===== src/rtl/demux_scan_seq_pkg.sv =====
// Shared constants and state encodings for the demux scan family.
// The FSM states use plain localparams so legacy tools can read them too.
package demux_scan_seq_pkg;

  localparam int unsigned NUM_CH = 16;
  localparam int unsigned SEL_W  = 4;

  typedef logic [SEL_W-1:0]  sel_t;
  typedef logic [NUM_CH-1:0] word_t;

  localparam logic [1:0] StIdle = 2'd0;
  localparam logic [1:0] StScan = 2'd1;
  localparam logic [1:0] StDone = 2'd2;

endpackage


===== src/rtl/demux_scan_seq_if.sv =====
// Load handshake, step control and demux-facing outputs of the scan sequencer.
interface demux_scan_seq_if;
  import demux_scan_seq_pkg::*;

  logic  load_valid;
  word_t load_data;
  logic  load_ready;
  logic  step_en;
  logic  dm_in;
  sel_t  dm_sel;
  logic  dm_valid;
  logic  busy;
  logic  done;

  modport master (
    output load_valid, load_data, step_en,
    input  load_ready, dm_in, dm_sel, dm_valid, busy, done
  );

  modport slave (
    input  load_valid, load_data, step_en,
    output load_ready, dm_in, dm_sel, dm_valid, busy, done
  );

endinterface


===== src/rtl/demux_scan_seq_scan_counter.sv =====
// Channel counter: loads the scan start channel, steps up or down when enabled,
// and flags the terminal channel so the sequencer can stop without wrapping.
module demux_scan_seq_scan_counter
  import demux_scan_seq_pkg::*;
#(
  parameter bit Down = 1'b0
) (
  input  logic clk,
  input  logic rst,
  input  logic load_i,
  input  logic en_i,
  output sel_t cnt_o,
  output logic tc_o
);

  localparam sel_t Start    = Down ? sel_t'(NUM_CH - 1) : sel_t'(0);
  localparam sel_t Terminal = Down ? sel_t'(0) : sel_t'(NUM_CH - 1);

  sel_t cnt_q, cnt_d;

  always_comb begin
    cnt_d = cnt_q;
    if (load_i) begin
      cnt_d = Start;
    end else if (en_i) begin
      cnt_d = Down ? cnt_q - sel_t'(1) : cnt_q + sel_t'(1);
    end
  end

  always_ff @(posedge clk) begin
    if (rst) begin
      cnt_q <= '0;
    end else begin
      cnt_q <= cnt_d;
    end
  end

  assign cnt_o = cnt_q;
  assign tc_o  = (cnt_q == Terminal);

endmodule


===== src/rtl/demux_scan_seq.sv =====
// Serialises a 16-bit word onto a 1x16 demux, one channel per enabled cycle,
// with an IDLE -> SCAN -> DONE sequence and a one-cycle done pulse.
module demux_scan_seq
  import demux_scan_seq_pkg::*;
#(
  parameter bit DIR_DOWN = 1'b0
) (
  input logic             clk,
  input logic             rst,
  demux_scan_seq_if.slave bus
);

  logic [1:0] state_q, state_d;
  word_t      shadow_q, shadow_d;
  logic       cnt_load, cnt_en, cnt_tc;
  sel_t       cnt;

  demux_scan_seq_scan_counter #(
    .Down (DIR_DOWN)
  ) u_scan_counter (
    .clk    (clk),
    .rst    (rst),
    .load_i (cnt_load),
    .en_i   (cnt_en),
    .cnt_o  (cnt),
    .tc_o   (cnt_tc)
  );

  always_comb begin
    state_d  = state_q;
    shadow_d = shadow_q;
    cnt_load = 1'b0;
    cnt_en   = 1'b0;
    case (state_q)
      StIdle: begin
        if (bus.load_valid) begin
          state_d  = StScan;
          shadow_d = bus.load_data;
          cnt_load = 1'b1;
        end
      end
      StScan: begin
        // The terminal channel ends the scan instead of stepping, so no wrap.
        if (bus.step_en) begin
          if (cnt_tc) begin
            state_d = StDone;
          end else begin
            cnt_en = 1'b1;
          end
        end
      end
      StDone:  state_d = StIdle;
      default: state_d = StIdle;
    endcase
  end

  always_ff @(posedge clk) begin
    if (rst) begin
      state_q  <= StIdle;
      shadow_q <= '0;
    end else begin
      state_q  <= state_d;
      shadow_q <= shadow_d;
    end
  end

  // Only step_en reaches the outputs combinationally; the rest is registered state.
  logic in_scan;
  assign in_scan = (state_q == StScan);

  always_comb begin
    bus.load_ready = (state_q == StIdle);
    bus.busy       = in_scan;
    bus.done       = (state_q == StDone);
    bus.dm_valid   = in_scan & bus.step_en;
    bus.dm_in      = in_scan & bus.step_en & shadow_q[cnt];
    bus.dm_sel     = in_scan ? cnt : '0;
  end

endmodule


===== src/flat_wrapper.sv =====
// flat-port wrapper written by rule: the top's interface ports become plain ports
module demux_scan_seq_flat import demux_scan_seq_pkg::*;
#(
  parameter bit DIR_DOWN = 1'b0
)
  (clk, rst, bus_load_valid, bus_load_data, bus_step_en, bus_load_ready, bus_dm_in, bus_dm_sel, bus_dm_valid, bus_busy, bus_done);
  demux_scan_seq_if bus_i ();
  input logic clk;
  input logic rst;
  input wire logic [$bits(bus_i.load_valid)-1:0] bus_load_valid;
  input wire logic [$bits(bus_i.load_data)-1:0] bus_load_data;
  input wire logic [$bits(bus_i.step_en)-1:0] bus_step_en;
  output wire logic [$bits(bus_i.load_ready)-1:0] bus_load_ready;
  output wire logic [$bits(bus_i.dm_in)-1:0] bus_dm_in;
  output wire logic [$bits(bus_i.dm_sel)-1:0] bus_dm_sel;
  output wire logic [$bits(bus_i.dm_valid)-1:0] bus_dm_valid;
  output wire logic [$bits(bus_i.busy)-1:0] bus_busy;
  output wire logic [$bits(bus_i.done)-1:0] bus_done;
  assign bus_i.load_valid = bus_load_valid;
  assign bus_i.load_data = bus_load_data;
  assign bus_i.step_en = bus_step_en;
  assign bus_load_ready = bus_i.load_ready;
  assign bus_dm_in = bus_i.dm_in;
  assign bus_dm_sel = bus_i.dm_sel;
  assign bus_dm_valid = bus_i.dm_valid;
  assign bus_busy = bus_i.busy;
  assign bus_done = bus_i.done;
  demux_scan_seq #(.DIR_DOWN(DIR_DOWN)) u_core (.clk(clk), .rst(rst), .bus(bus_i));
endmodule

===== config.mk =====
export PLATFORM = sky130hd
export DESIGN_NAME = demux_scan_seq_flat
export DESIGN_NICKNAME = d
export VERILOG_FILES = /design/src/rtl/demux_scan_seq_pkg.sv /design/src/rtl/demux_scan_seq_if.sv /design/src/rtl/demux_scan_seq_scan_counter.sv /design/src/rtl/demux_scan_seq.sv /design/src/flat_wrapper.sv
export SDC_FILE = /design/constraint.sdc
export NUM_CORES = 1
export LEC_CHECK = 0
export CORE_ASPECT_RATIO = 0.75
export CORE_MARGIN = 2
export CORE_UTILIZATION = 30
export CTS_CLUSTER_DIAMETER = 30
export DETAILED_ROUTE_END_ITERATION = 8
export SLEW_MARGIN = 10
export SYNTH_ARGS = -nofsm -noshare
export SYNTH_HDL_FRONTEND = slang
export SYNTH_SLANG_ARGS = --single-unit

===== constraint.sdc =====
create_clock -name clk -period 2.15 [get_ports clk]
set_input_delay 0.43 -clock clk [delete_from_list [all_inputs] [get_ports clk]]
set_output_delay 0.43 -clock clk [all_outputs]
set_load 0.02 [all_outputs]

[Word level (Yosys, flattened, before mapping)]
Index checks and enable logic that the tools add are counted.
Storage, ports and cells
  register bits after elaboration: 22
  input bits: 20
  output and inout bits: 9
Operators by class
  $add $sub $neg: 1
  magnitude comparators: 1
  equal/unequal tests: 6
  muxes and demuxes: 12
  bitwise gates (word level): 2
  reduce and logical (&&, ||, !) cells: 4
Operators with widths (number)
  1-bit two-way mux: 6
  2-bit two-way mux: 3
  4-bit by 5-bit less-than comparator with 1-bit output, second input constant: 1
  4-bit by 1-bit adder with 4-bit output, second input constant: 1
  1-bit binary-select mux with 4-bit select: 1
  4-bit equality test, second input constant: 1
  4-bit two-way mux: 1
  2-bit != test, second input constant: 2
  2-bit one-hot mux with 2 select lines: 1
  3-bit AND reduction: 1
  1-bit bitwise AND: 2
  2-bit by 1-bit equality test with 1-bit output, second input constant: 1
  2-bit equality test, second input constant: 1
  2-bit logical NOT: 1
  2-bit by 1-bit != test with 1-bit output, second input constant: 1
  2-bit AND reduction: 1
  2-bit OR reduction: 1

[Longest topological paths before layout]
Gate-level depths: netlist of run 1.
  word-level depth: 4
  mapped depth: 5

[By module]
Synthesis of run 1 repeated with hierarchy kept, for this count alone.
Second synthesis, totals
  cells, all modules: 119
  area, all modules: 991.0 sq um
Modules (own cells, without submodules)
  demux_scan_seq: instances 1, cells each 101, area each 807.0 sq um, seq. area each 360.3 sq um
  demux_scan_seq_scan_counter: instances 1, cells each 18, area each 183.9 sq um, seq. area each 80.1 sq um

[Worst setup path before layout of run 1]
Ideal clock, no wire load.
  path type: flip-flop to output port
  start point: register u_core.u_scan_counter.cnt_q[0], in the netlist u_core.u_scan_counter.cnt_o[0]
  end point: output bus_dm_in
  arrival: 1312 ps
  data required time: 1720 ps
  slack: 408 ps
  stages on the path, launching flop included: 5
  cell sequence: dfxtp_1 buf_6 mux2_2 o2111a_1 o21a_1
Between the ends
  word-level cells in the longest chain between the ends: 3
RTL lines
  start: declaration: RTL line demux_scan_seq_scan_counter.sv:19  | sel_t cnt_q, cnt_d;
  start signal: assignment: RTL line demux_scan_seq_scan_counter.sv:34  | cnt_q <= cnt_d;
  1-bit binary-select mux with 4-bit select: RTL line demux_scan_seq.sv:76  | bus.dm_in = in_scan & bus.step_en & shadow_q[cnt];
  1-bit two-way mux (not written as such): RTL line demux_scan_seq.sv:76
  1-bit bitwise AND: RTL line demux_scan_seq.sv:76
  end: declaration: RTL line flat_wrapper.sv:14  | output wire logic [$bits(bus_i.dm_in)-1:0] bus_dm_in;
Every way passes these cells. The select of a mux whose other input is x is not followed.

[Worst setup path in the final report of run 1]
Ends and elaborated chain as after synthesis.

==> results of run 1 <==
-- cells by family (layout without fill, tap and decap cells) --
| logic type | Yosys count | in the layout | synth area share |
|---|---|---|---|
| fa+ha+maj | 1 | 1 | 0.0127 |
| xor+xnor | 3 | 3 | 0.0266 |
| buf+inv | 7 | 40 | 0.0544 |
| mux | 7 | 7 | 0.0734 |
| simple gates | 29 | 29 | 0.162 |
| compound gates | 25 | 25 | 0.225 |
| flops | 22 | 22 | 0.446 |
-- timing repair --
item                       in CTS  in global routing
setup endpoints to repair       6                  5
gates resized for setup         8                  9
cloned                          0                  0
pin swaps                       0                  0
-- synth_stat cells, drive strengths merged --
cell type  number  area (sq um)
o2bb2ai         1          8.76
and2            4          26.3
clkbuf          1          3.75
nor3b           1          7.51
and3b           1          8.76
buf             5          46.3
nor2            6          27.5
nor2b           3          18.8
a22o           16           140
mux2            2          22.5
and2b           2          15.0
ha              1          12.5
mux2i           5          50.1
o2111a          1          11.3
dfxtp          22           440
nand2           6          22.5
and3            1          7.51
a31o            1          8.76
nand4           1          6.26
inv             1          3.75
o21a            1          7.51
a22oi           1          7.51
a21oi           2          13.8
nand3           4          20.0
xor2            3          26.3
a2111oi         2          25.0
-- power groups by stage --
stage          logic, mW  registers [mW]  clock network [mW]
4_1_cts            0.144           0.448               0.260
2_1_floorplan     0.0766           0.452                   0
6_report           0.147           0.448               0.252
3_3_place_gp       0.141           0.456                   0
5_1_grt            0.159           0.451               0.278
3_5_place_dp       0.144           0.457                   0
-- flip-flops by register name, indices dropped and copies added (netlist names) --
register,count
u_core.state_q,2
u_core.u_scan_counter.cnt_o,4
u_core.shadow_q,16
-- per-layer routing --
metal,GRT usage,share of wire
met1,0.163,0.51
met2,0.193,0.44
met3,0.0449,0.041
met4,0.0288,0.0075
met5,0,0
-- layout make-up --
cell class	instances	area (sq um)	area share
clock buffers	3	41.3	0.0294
inverters	1	3.75	0.00267
multi-input cells	65	513	0.365
flip-flops and latches	22	445	0.317
well taps	40	50.0	0.0357
repair buffers	36	350	0.250
-- how the worst max path moves through the flow --
stage / slack, ns / endpoint / startpoint
final: 0.08 / bus_dm_in / u_core.u_scan_counter.cnt_o[0]
after floorplan: 0.41 / bus_dm_in / u_core.u_scan_counter.cnt_o[0]
after detailed placement: -0.13 / bus_dm_valid / bus_step_en
after global routing: 0.005 / bus_dm_sel[2] / u_core.state_q[0]
after CTS: 0.01 / bus_dm_sel[0] / u_core.state_q[0]
after global placement: -0.13 / bus_dm_in / bus_step_en
-- through the flow --
step                worst slack, ns  instances   util  instance area, sq um
floorplan                     0.408         94      -                   988
detailed placement           -0.134        164  0.413                  1330
finish                       0.0752        167  0.436                  1400
CTS                          0.0123        167  0.427                  1370
global placement             -0.128        164  0.413                  1330
global route                0.00489        167  0.436                  1400
==> out/metrics.cfg, run 1 <==
[run_status]
status=finished clean

[floorplan]
io-pin-count=29
start_util=0.307
coreArea_sq_um=3220
dieHeight_microns=53.7
fp.dieArea_sq_um=3770
fp-row-count=18
fp.dieW_microns=70.3

[detailed_routing]
wl_per_cell_microns=12.8
first_pass_iters=4
total_wire_length_after_detailed_routing_microns=2130
detail_route.drc_violations=0
postRouteAntennaNets=0
dr.first_iter.drc_count=51
vias=780
avgViaCountPerCell=4.67

[setup_path]
path_cells=buf_6, mux2_2, o2111a_1, o21a_1, buf_6
worstSetupPathType=reg -> out
critPathMaxStageDelay_ns=0.38
critPathCaptureType=primary output
r2r.worst_path.cells=7
critical_path.reg2reg.endpoint=u_core.u_scan_counter.cnt_o[3]
worst-path-buf-inv=2
worstReg2RegStart=u_core.u_scan_counter.cnt_o[0]
kind_of_cell_adding_the_most_delay_to_the_critical_path=compound AO/OA/AOI/OAI gates
worst_path_most_repeated_cell=sky130_fd_sc_hd__buf_6
worst_path_max_delay_cell=sky130_fd_sc_hd__dfxtp_4
crit_path_start_kind=flip-flop
cp_max_fanout=5
rrSetupSlack_ns=0.75
critical_path_arrival_ns=1.64
cp_depth=5
cp_data_required_time_ns=1.72

[timing]
final_min_period_over_clock_period=0.965
fin_setup_tns_ns=0
finalSetupViolCount=0
finClkSkew_ns=0.00402
hold_fails_final_rpt=0
maximum_frequency_from_static_timing_analysis_mhz=482
drv_slew=0
timing.max_slew.rel_slack=0.761
rsz0062_at_grt=false
holdWs_ns=0.483
layout_min_cycle_time_ns=2.07
worst_slew_pin_slew_ns=0.358

[clock_tree]
master_cell_of_the_clock_root_buffer=sky130_fd_sc_hd__clkbuf_8
clkTransAtPathRegs_ns=0.08
clock_tree_from_tritoncts=built
post_cts.repair.setup_buffers=0
post_cts_hold_buffer_count=0
ctsHtreeMaxLevel=1
cts_bufs_inserted=3
clock_sinks=22
cts.path.max_buffers=2
insertion_delay_ns=0.26

[synth]
synth_fp_nets=115
yosysWarningCount=0
synthesis.instances=94
ys_ff_latch=22
synthesis.area_per_instance_sq_um=10.5
synth_area_sq_um=988
synth-seq-area-share=0.446
synth.distinct_cells=32

[pwr]
post-layout-total-power_uw=848
cell_internal_pwr_uw=644
power.switching_uw=204
power_switching_share=0.241
maximum_resistive_drop_on_vdd_mv=0.253
power_frac_comb=0.174
static_leakage_power_nw=0.574
portion_of_total_power_attributed_to_sequential_cells=0.529
pwr-share-clk=0.297
power-per-cell-area_nw_per_um2=604

[hold_path]
hold_class=reg -> reg
holdPathEnd=u_core.shadow_q[0]
timing.hold.worst_path_depth=1
holdCritStartpoint=u_core.shadow_q[0]

[global_routing]
grt_overflow_total=0
track_usage=0.123
wire_length_of_the_first_global_routing_pass_microns=3530
grt_max_degree=17
number_of_global_route_vias_before_repair=751
antenna_violations_before_repair=0

[placement]
place_congestion=0.782
place_hpwl_microns=1630
port-buffer-count=28

[cells_and_area]
mostFrequentLayoutCell=sky130_fd_sc_hd__clkdlybuf4s50_1
syn_to_final_growth_pct=42.0
fillerInstances=318
fin_nets=150
insertedDiodeCount=0
mostFrequentLayoutCells=25 x sky130_fd_sc_hd__clkdlybuf4s50_1, 20 x sky130_fd_sc_hd__dfxtp_1, 16 x sky130_fd_sc_hd__a22o_1
fraction_of_final_layout_cells_sized_beyond_drive_strength_1=0.205

[job]
max_cap_viol_count=0

No activity file was read; power rests on OpenSTA's default activity.
==> run 2, diff against run 1 <==
CORE_MARGIN = 10   (was 2)
==> out/metrics.cfg, run 2 (synthesized netlist as in run 1, its figures left out) <==
[pwr]
power-per-cell-area_nw_per_um2=687  ; was 604 nW/um^2
static_leakage_power_nw=0.568  ; was 0.574 nW
post-layout-total-power_uw=972  ; was 848 uW
maximum_resistive_drop_on_vdd_mv=0.279  ; was 0.253 mV

[setup_path]
critPathLaunch=u_core.u_scan_counter.cnt_o[0]  ; unchanged
cp_data_required_time_ns=1.72  ; about the same
r2r.worst_path.cells=6  ; was 7
cp_max_fanout=7  ; was 5
critical_path.reg2reg.endpoint=u_core.u_scan_counter.cnt_o[0]  ; was u_core.u_scan_counter.cnt_o[3]
rrSetupSlack_ns=0.85  ; was 0.75 ns
worstSetupPathType=reg -> out  ; unchanged
critical_path_arrival_ns=1.67  ; was 1.64 ns
worstReg2RegStart=u_core.u_scan_counter.cnt_o[0]  ; unchanged
crit_path_start_kind=flip-flop  ; unchanged
setup.worst_path.end=bus_dm_in  ; unchanged
critPathCaptureType=primary output  ; unchanged

[global_routing]
grt_util_met1=0.0950  ; was 0.163
global_route.peak_usage_layer=met2  ; unchanged
grt_max_degree=17  ; unchanged
global_route.usage.met2=0.125  ; was 0.193
grt_overflow_total=0  ; unchanged
track_usage=0.0802  ; was 0.123
number_of_global_route_vias_before_repair=845  ; was 751
globalRouteMet3Util=0.0457  ; was 0.0449
antenna_violations_before_repair=0  ; unchanged
wire_length_of_the_first_global_routing_pass_microns=4040  ; was 3530 microns

[floorplan]
fp.dieW_microns=86.3  ; was 70.3 microns
fp.dieArea_sq_um=6010  ; was 3770 sq um
io-pin-count=29  ; unchanged
coreArea_sq_um=3040  ; was 3220 sq um
dieHeight_microns=69.7  ; was 53.7 microns
start_util=0.325  ; was 0.307
fp-row-count=17  ; was 18

[timing]
layout_min_cycle_time_ns=2.10  ; was 2.07 ns
worst_slew_pin_slew_ns=0.347  ; was 0.358 ns
finClkSkew_ns=0.00507  ; was 0.00402 ns
timing.max_slew.rel_slack=0.769  ; was 0.761
rsz0062_at_grt=true  ; was false
finalSetupViolCount=0  ; unchanged
maximum_frequency_from_static_timing_analysis_mhz=476  ; was 482 MHz
final_min_period_over_clock_period=0.976  ; was 0.965
hold_fails_final_rpt=0  ; unchanged
drv_slew=0  ; unchanged

[clock_tree]
clock_sinks=22  ; unchanged
cts_bufs_inserted=3  ; unchanged
clock_tree_from_tritoncts=built  ; unchanged
cts_resizes=8  ; unchanged
insertion_delay_ns=0.26  ; about the same
clkTransAtPathRegs_ns=0.08  ; about the same
post_cts.repair.setup_buffers=0  ; unchanged
master_cell_of_the_clock_root_buffer=sky130_fd_sc_hd__clkbuf_8  ; unchanged
ctsHtreeMaxLevel=1  ; unchanged
post_cts_hold_buffer_count=0  ; unchanged
cts.path.max_buffers=2  ; unchanged

[cells_and_area]
mostFrequentLayoutCell=sky130_fd_sc_hd__clkdlybuf4s50_1  ; unchanged
mostFrequentLayoutCells=26 x sky130_fd_sc_hd__clkdlybuf4s50_1, 22 x sky130_fd_sc_hd__dfxtp_1, 16 x sky130_fd_sc_hd__a22o_1  ; was 25 x sky130_fd_sc_hd__clkdlybuf4s50_1, 20 x sky130_fd_sc_hd__dfxtp_1, 16 x sky130_fd_sc_hd__a22o_1
fin_nets=150  ; unchanged
finalCoreUtilization=0.465  ; was 0.436
fillerInstances=303  ; was 318
largest_register_ff_count=16  ; unchanged
insertedDiodeCount=0  ; unchanged
syn_to_final_growth_pct=43.0  ; was 42.0%
registers.top_by_ff_count=u_core.shadow_q  ; unchanged
fraction_of_final_layout_cells_sized_beyond_drive_strength_1=0.195  ; was 0.205
stdcell_count=166  ; was 167

[placement]
place_congestion=0.782  ; unchanged
dpl.cell_count=162  ; was 164
port-buffer-count=28  ; unchanged
place_hpwl_microns=1850  ; was 1630 microns

[job]
max_cap_viol_count=0  ; unchanged

[detailed_routing]
detail_route.drc_violations=0  ; unchanged
dr.first_iter.drc_count=46  ; was 51
postRouteAntennaNets=0  ; unchanged
avgViaCountPerCell=4.83  ; was 4.67
vias=801  ; was 780
total_wire_length_after_detailed_routing_microns=2350  ; was 2130 microns
wl_per_cell_microns=14.1  ; was 12.8 microns
first_pass_iters=2  ; was 4

[run_status]
status=finished clean  ; unchanged

[hold_path]
hold_class=reg -> reg  ; unchanged

-- run 2: through the flow --
stage / setup WS, ns / area (sq um) / hold WS (ns) / TNS, ns
after floorplan: 0.408 / 988 / 0.441 / 0
after global placement: -0.175 / 1330 / 0.462 / -0.340
after detailed placement: -0.190 / 1330 / 0.463 / -0.377
after CTS: 0.0216 / 1410 / 0.487 / 0
after global routing: -0.0441 / 1410 / 0.500 / -0.0441
final: 0.0510 / 1410 / 0.481 / 0
-- run 2: critical path, stage by stage, from the launching register on --
cell and delay (ns):
sky130_fd_sc_hd__dfxtp_1 0.35, sky130_fd_sc_hd__buf_4 0.17, sky130_fd_sc_hd__mux2i_1 0.33, sky130_fd_sc_hd__o2bb2ai_2 0.15, sky130_fd_sc_hd__a2111oi_2 0.06, sky130_fd_sc_hd__o21a_1 0.19, sky130_fd_sc_hd__buf_2 0.15
-- run 2: worst min path at each step --
stage | startpoint | end | slack (ns) | depth (start not counted)
floorplan | u_core.shadow_q[0] | u_core.shadow_q[0] | 0.44 | 1
global placement | u_core.shadow_q[0] | u_core.shadow_q[0] | 0.46 | 1
detailed placement | u_core.shadow_q[14] | u_core.shadow_q[14] | 0.46 | 1
CTS | u_core.shadow_q[13] | u_core.shadow_q[13] | 0.49 | 1
global route | u_core.shadow_q[9] | u_core.shadow_q[9] | 0.50 | 1
finish | u_core.shadow_q[0] | u_core.shadow_q[0] | 0.48 | 1
-- run 2: cell type report --
cell class / instances / area (sq um) / share of cell area
tap: 38 / 47.5 / 0.0336
clock inverter: 1 / 30.0 / 0.0212
timing repair buffer: 36 / 338 / 0.239
inverter: 1 / 3.75 / 0.00265
sequential: 22 / 440 / 0.312
multi-input combinational: 65 / 513 / 0.363
clock buffer: 3 / 41.3 / 0.0292
-- run 2: metal layers --
| layer | up-vias | share of wire |
|---|---|---|
| li1 | 417 | - |
| met1 | 366 | 0.49 |
| met2 | 16 | 0.43 |
| met3 | 2 | 0.072 |
| met4 | 0 | 0.0034 |
| met5 | - | 0 |
-- run 2: report_power, final --
part,leakage (nW),internal (mW),switching (mW),total (mW)
Sequential,0.180,0.432,0.0142,0.446
Clock,0.0357,0.248,0.131,0.380
Combinational,0.352,0.0844,0.0613,0.146
